### config.mk
export PLATFORM = sky130hd
export DESIGN_NAME = sram_port_arbiter
export DESIGN_NICKNAME = d
export VERILOG_FILES = /design/src/rtl/cpu_mem_pkg.sv /design/src/rtl/sram_arb_starve_ctr.sv /design/src/rtl/sram_port_arbiter.sv
export SDC_FILE = /design/constraint.sdc
export NUM_CORES = 1
export LEC_CHECK = 0
export CAP_MARGIN = 15
export CORE_AREA = 2 2 113 115
export DETAILED_ROUTE_END_ITERATION = 10
export DIE_AREA = 0 0 115 117
export PLACE_DENSITY = 0.65
export SLEW_MARGIN = 25
export SYNTH_ARGS = -nofsm -noshare
export SYNTH_HDL_FRONTEND = slang
export SYNTH_SLANG_ARGS = --single-unit
### constraint.sdc
create_clock -name clk -period 5.36 [get_ports clk]
set_clock_uncertainty 0.15 [all_clocks]
set_input_delay 1.072 -clock clk [delete_from_list [all_inputs] [get_ports clk]]
set_output_delay 1.072 -clock clk [all_outputs]
set_load 0.1 [all_outputs]
### src/rtl/cpu_mem_pkg.sv
// Shared definitions for the CPU-side memory path.
// Covers the response-owner encoding and the full-word store strobe.
package cpu_mem_pkg;

    typedef enum logic [1:0] {
        OWN_NONE = 2'd0,
        OWN_INST = 2'd1,
        OWN_DATA = 2'd2
    } owner_e;

    localparam logic [3:0] WSTRB_ALL = 4'hf;

endpackage

### src/rtl/sram_arb_starve_ctr.sv
// Counts consecutive data wins while a fetch is waiting.
// Raises force_inst once the limit is reached, so the fetch is guaranteed the next grant.
module sram_arb_starve_ctr #(
    parameter int unsigned STARVE_LIMIT = 4
) (
    input  logic clk,
    input  logic resetn,
    input  logic inst_req,
    input  logic data_grant,
    input  logic inst_grant,
    output logic force_inst
);

    localparam logic [3:0] LIMIT = 4'(STARVE_LIMIT);

    logic [3:0] streak_q;
    logic [3:0] streak_d;

    // The streak is only meaningful while the fetch keeps waiting, so any idle fetch cycle clears it.
    always_comb begin
        streak_d = streak_q;
        if (inst_grant || !inst_req) begin
            streak_d = '0;
        end else if (data_grant && (streak_q != LIMIT)) begin
            streak_d = streak_q + 4'd1;
        end
    end

    always_ff @(posedge clk or negedge resetn) begin
        if (!resetn) begin
            streak_q <= '0;
        end else begin
            streak_q <= streak_d;
        end
    end

    assign force_inst = (streak_q == LIMIT);

endmodule

### src/rtl/sram_port_arbiter.sv
// Shares one single-port synchronous SRAM between instruction fetch and load/store.
// Data has priority; a starvation guard periodically forces a fetch grant.
module sram_port_arbiter
    import cpu_mem_pkg::*;
#(
    parameter int unsigned STARVE_LIMIT = 4,
    parameter int unsigned CNT_W        = 16
) (
    input  logic             clk,
    input  logic             resetn,
    input  logic             inst_req,
    input  logic [31:0]      inst_addr,
    output logic             inst_addr_ok,
    output logic             inst_data_ok,
    output logic [31:0]      inst_rdata,
    input  logic             data_req,
    input  logic             data_wr,
    input  logic [3:0]       data_wstrb,
    input  logic [31:0]      data_addr,
    input  logic [31:0]      data_wdata,
    output logic             data_addr_ok,
    output logic             data_data_ok,
    output logic [31:0]      data_rdata,
    output logic             sram_en,
    output logic [3:0]       sram_we,
    output logic [31:0]      sram_addr,
    output logic [31:0]      sram_wdata,
    input  logic [31:0]      sram_rdata,
    output logic [CNT_W-1:0] conflict_cnt
);

    logic   grant_inst;
    logic   grant_data;
    logic   force_inst;
    logic   conflict;
    owner_e resp_owner_q;
    owner_e resp_owner_d;
    logic [CNT_W-1:0] conflict_cnt_q;
    logic [CNT_W-1:0] conflict_cnt_d;

    sram_arb_starve_ctr #(
        .STARVE_LIMIT(STARVE_LIMIT)
    ) u_starve_ctr (
        .clk       (clk),
        .resetn    (resetn),
        .inst_req  (inst_req),
        .data_grant(grant_data),
        .inst_grant(grant_inst),
        .force_inst(force_inst)
    );

    // Grants are gated by resetn so no handshake or SRAM access leaks out while reset is held.
    always_comb begin
        conflict   = inst_req && data_req;
        grant_data = resetn && data_req && !(inst_req && force_inst);
        grant_inst = resetn && inst_req && !grant_data;
    end

    always_comb begin
        inst_addr_ok = grant_inst;
        data_addr_ok = grant_data;
        sram_en      = grant_inst || grant_data;
        sram_we      = '0;
        sram_addr    = '0;
        sram_wdata   = '0;
        resp_owner_d = OWN_NONE;
        if (grant_data) begin
            sram_addr    = data_addr;
            resp_owner_d = OWN_DATA;
            if (data_wr) begin
                sram_we    = data_wstrb;
                sram_wdata = data_wdata;
            end
        end else if (grant_inst) begin
            sram_addr    = inst_addr;
            resp_owner_d = OWN_INST;
        end
    end

    always_comb begin
        conflict_cnt_d = conflict_cnt_q;
        if (conflict && !(&conflict_cnt_q)) begin
            conflict_cnt_d = conflict_cnt_q + CNT_W'(1);
        end
    end

    always_ff @(posedge clk or negedge resetn) begin
        if (!resetn) begin
            resp_owner_q   <= OWN_NONE;
            conflict_cnt_q <= '0;
        end else begin
            resp_owner_q   <= resp_owner_d;
            conflict_cnt_q <= conflict_cnt_d;
        end
    end

    // SRAM read data is routed only to the requester that owns this cycle's response.
    always_comb begin
        inst_data_ok = (resp_owner_q == OWN_INST);
        data_data_ok = (resp_owner_q == OWN_DATA);
        inst_rdata   = inst_data_ok ? sram_rdata : '0;
        data_rdata   = data_data_ok ? sram_rdata : '0;
    end

    assign conflict_cnt = conflict_cnt_q;

endmodule
==> flow_summary.json <==
{
  "status": "complete, no violations",
  "final_core_util_pct": 48.36,
  "first_global_vias": 2923,
  "r2r-start": "conflict_cnt[0]$_DFFE_PN0P_",
  "syn_inst": 260,
  "synth_edf_count": 0,
  "grt_pass1_wl_um": 16320,
  "max-vdd-ir-drop_v": 0.0002493,
  "power_uw": 1302,
  "drt_iter0_drc": 112,
  "max_cap_viol_count": 0,
  "place_hpwl_um": 9974,
  "synth_area_leaders": "dfrtp_1, and2_1, a22o_1",
  "synthArstFlopShare_pct": 100.0,
  "die_w_um": 115,
  "timing.fmax_mhz": 235.0,
  "start_util_pct": 17.37,
  "rsz0062_at_grt": "no",
  "layout-drive-gt1-share_pct": 16.79,
  "coreArea_um2": 12310,
  "cp_data_required_time_ns": 4.14,
  "grt-ovfl-total": 0,
  "multi_input_area_um2": 1490,
  "holdPathStages": 1,
  "grt_usage_pct": 15.45,
  "worst-setup-path-type": "in -> out",
  "num_rows": 41,
  "yosys_register_bits": 22,
  "htreeDepth": 1,
  "syn-num-nets": 400,
  "cts_buffers": 3,
  "viasPerCell": 4.376,
  "hold_start": "conflict_cnt[0]$_DFFE_PN0P_",
  "nets": 678,
  "worstPathArrival_ns": 3.03,
  "synthesis.area_um2": 2138,
  "setup_violations": 0,
  "period_share_pct": 79.39,
  "fp.dieH_um": 117,
  "r2r-end": "conflict_cnt[14]$_DFFE_PN0P_",
  "clock_path_buffers": 2,
  "cts_root_buf": "clkbuf_16",
  "cellPowerDensity_nw_per_um2": 218.7,
  "r2r_slack_ns": 3.20,
  "syn_avg_cell_area_um2": 8.224,
  "drc": 0,
  "ys_seq_area_share_pct": 25.75,
  "cts_tree": "done",
  "tns_ns": 0,
  "ant_nets": 0,
  "holdPathEnd": "conflict_cnt[0]$_DFFE_PN0P_",
  "synth.distinct_cells": 37,
  "p_leak_uw": 0.002516,
  "place.gp.congestion": 0.8055,
  "diodes": 0,
  "drt-pass1-iter-count": 4,
  "maxSlewViolCount": 0,
  "layout_commonest_cell": "clkdlybuf4s50_1",
  "clk_latency_ns": 0.25,
  "io_pins": 290,
  "period_minus_slack_ns": 4.255,
  "hold_path.class": "reg -> reg",
  "worstSetupEndpointType": "output port",
  "worst_pin_slew_ns": 1.009,
  "syn_to_final_growth_pct": 178.5,
  "final_cell_mix": "clkdlybuf4s50_1, buf_12, and2_1",
  "relSlewSlack_pct": 32.50,
  "antenna_found_initial": 0,
  "io_buffers": 289,
  "clk_pin_slew_ns": 0.05,
  "netlist.area_leader.share_pct": 25.75,
  "rr_worst_depth": 5,
  "grt_max_degree": 69,
  "wirelength_um": 11640,
  "synth_flop_cell": "dfrtp_1",
  "cts_num_sinks": 22,
  "yosysTopAreaCell": "dfrtp_1",
  "cts_resized": 0,
  "seq_area_um2": 550.5,
  "fillers": 1147,
  "worstPathMaxFanout": 68,
  "hold_viol_final": 0,
  "die-area_um2": 13460,
  "vias": 3002,
  "synth_warnings": 0,
  "wl_per_cell_um": 16.96,
  "cts_hold_buf": 0,
  "cts_setup_buffers": 0,
  "cp-start-kind": "input pin"
}
-- how the worst max path moves through the flow --
stage / start / cells past startpoint / to
detailed placement: data_req / 6 / sram_we[3]
finish: data_req / 6 / sram_wdata[9]
floorplan: inst_req / 4 / sram_wdata[22]
global placement: data_req / 7 / sram_addr[27]
global route: data_req / 6 / sram_wdata[28]
CTS: data_req / 6 / sram_wdata[17]
-- where the power goes --
part	total [uW]	leakage, uW	internal (uW)	switching (uW)
Sequential	233	0.000277	192	41.4
Clock	153	0.0000370	98.4	54.3
Combinational	916	0.00220	300	616
Total	1300	0.00252	590	712
-- kinds of logic (layout without fill, tap and decap cells) --
group / after synthesis / after routing / synth area share (%)
AND/OR/NAND/NOR: 151 / 151 / 44.29
AO/OA/AOI/OAI: 41 / 41 / 15.92
buffers and inverters: 27 / 303 / 5.090
flip-flops: 22 / 22 / 25.75
XOR/XNOR: 12 / 12 / 4.916
multiplexers: 4 / 4 / 2.282
adder cells (fa/ha/maj): 3 / 3 / 1.756
-- cells in the mapped netlist (2+ instances only) --
library cell	n
a21oi_1	3
a22o_1	32
and2_1	65
and3_1	37
buf_2	6
clkbuf_1	15
dfrtp_1	22
ha_1	3
inv_1	6
mux2_2	3
nand2_1	9
nand3_1	7
nand4_1	2
nor2_1	4
nor2b_1	4
nor3_1	4
nor3b_1	3
nor4_1	5
o21a_1	2
xnor2_1	3
xor2_1	9
-- stage by stage --
step                hold slack [ns]  worst slack [ns]  cells  area, um2
floorplan                    0.3929            0.7148    260       2138
global placement             0.3493             1.144    683       5879
detailed placement           0.3637             1.107    683       5879
CTS                          0.3752             1.101    686       5954
global route                 0.3916            0.9706    686       5954
finish                       0.3726             1.105    686       5954
-- per-layer routing --
layer  routed length, um  vias up  global-route usage (%)
li1                    -     1471                       -
met1                4429     1352                   19.35
met2                5987      166                   27.29
met3                1041       13                   3.553
met4                 178        0                   3.133
met5                   0        -                       0
-- worst max-delay path, stage by stage --
cell and delay, ns:
clkdlybuf4s50_1 0.55, nand2_1 0.16, a21oi_4 0.20, buf_4 0.53
and3_1 0.30, buf_12 0.19
-- flip-flops by register name, summed over array words and instances (netlist names) --
signal	flops
u_starve_ctr.streak_q	4
conflict_cnt	16
resp_owner_q	2
-- area by class of cell --
type / count / area share (%)
timing repair buffer: 294 / 60.94
multi-input combinational: 211 / 25.03
sequential: 22 / 9.246
tap: 150 / 3.152
clock buffer: 3 / 1.261
inverter: 6 / 0.3782
No activity file was read; power rests on OpenSTA's default activity.
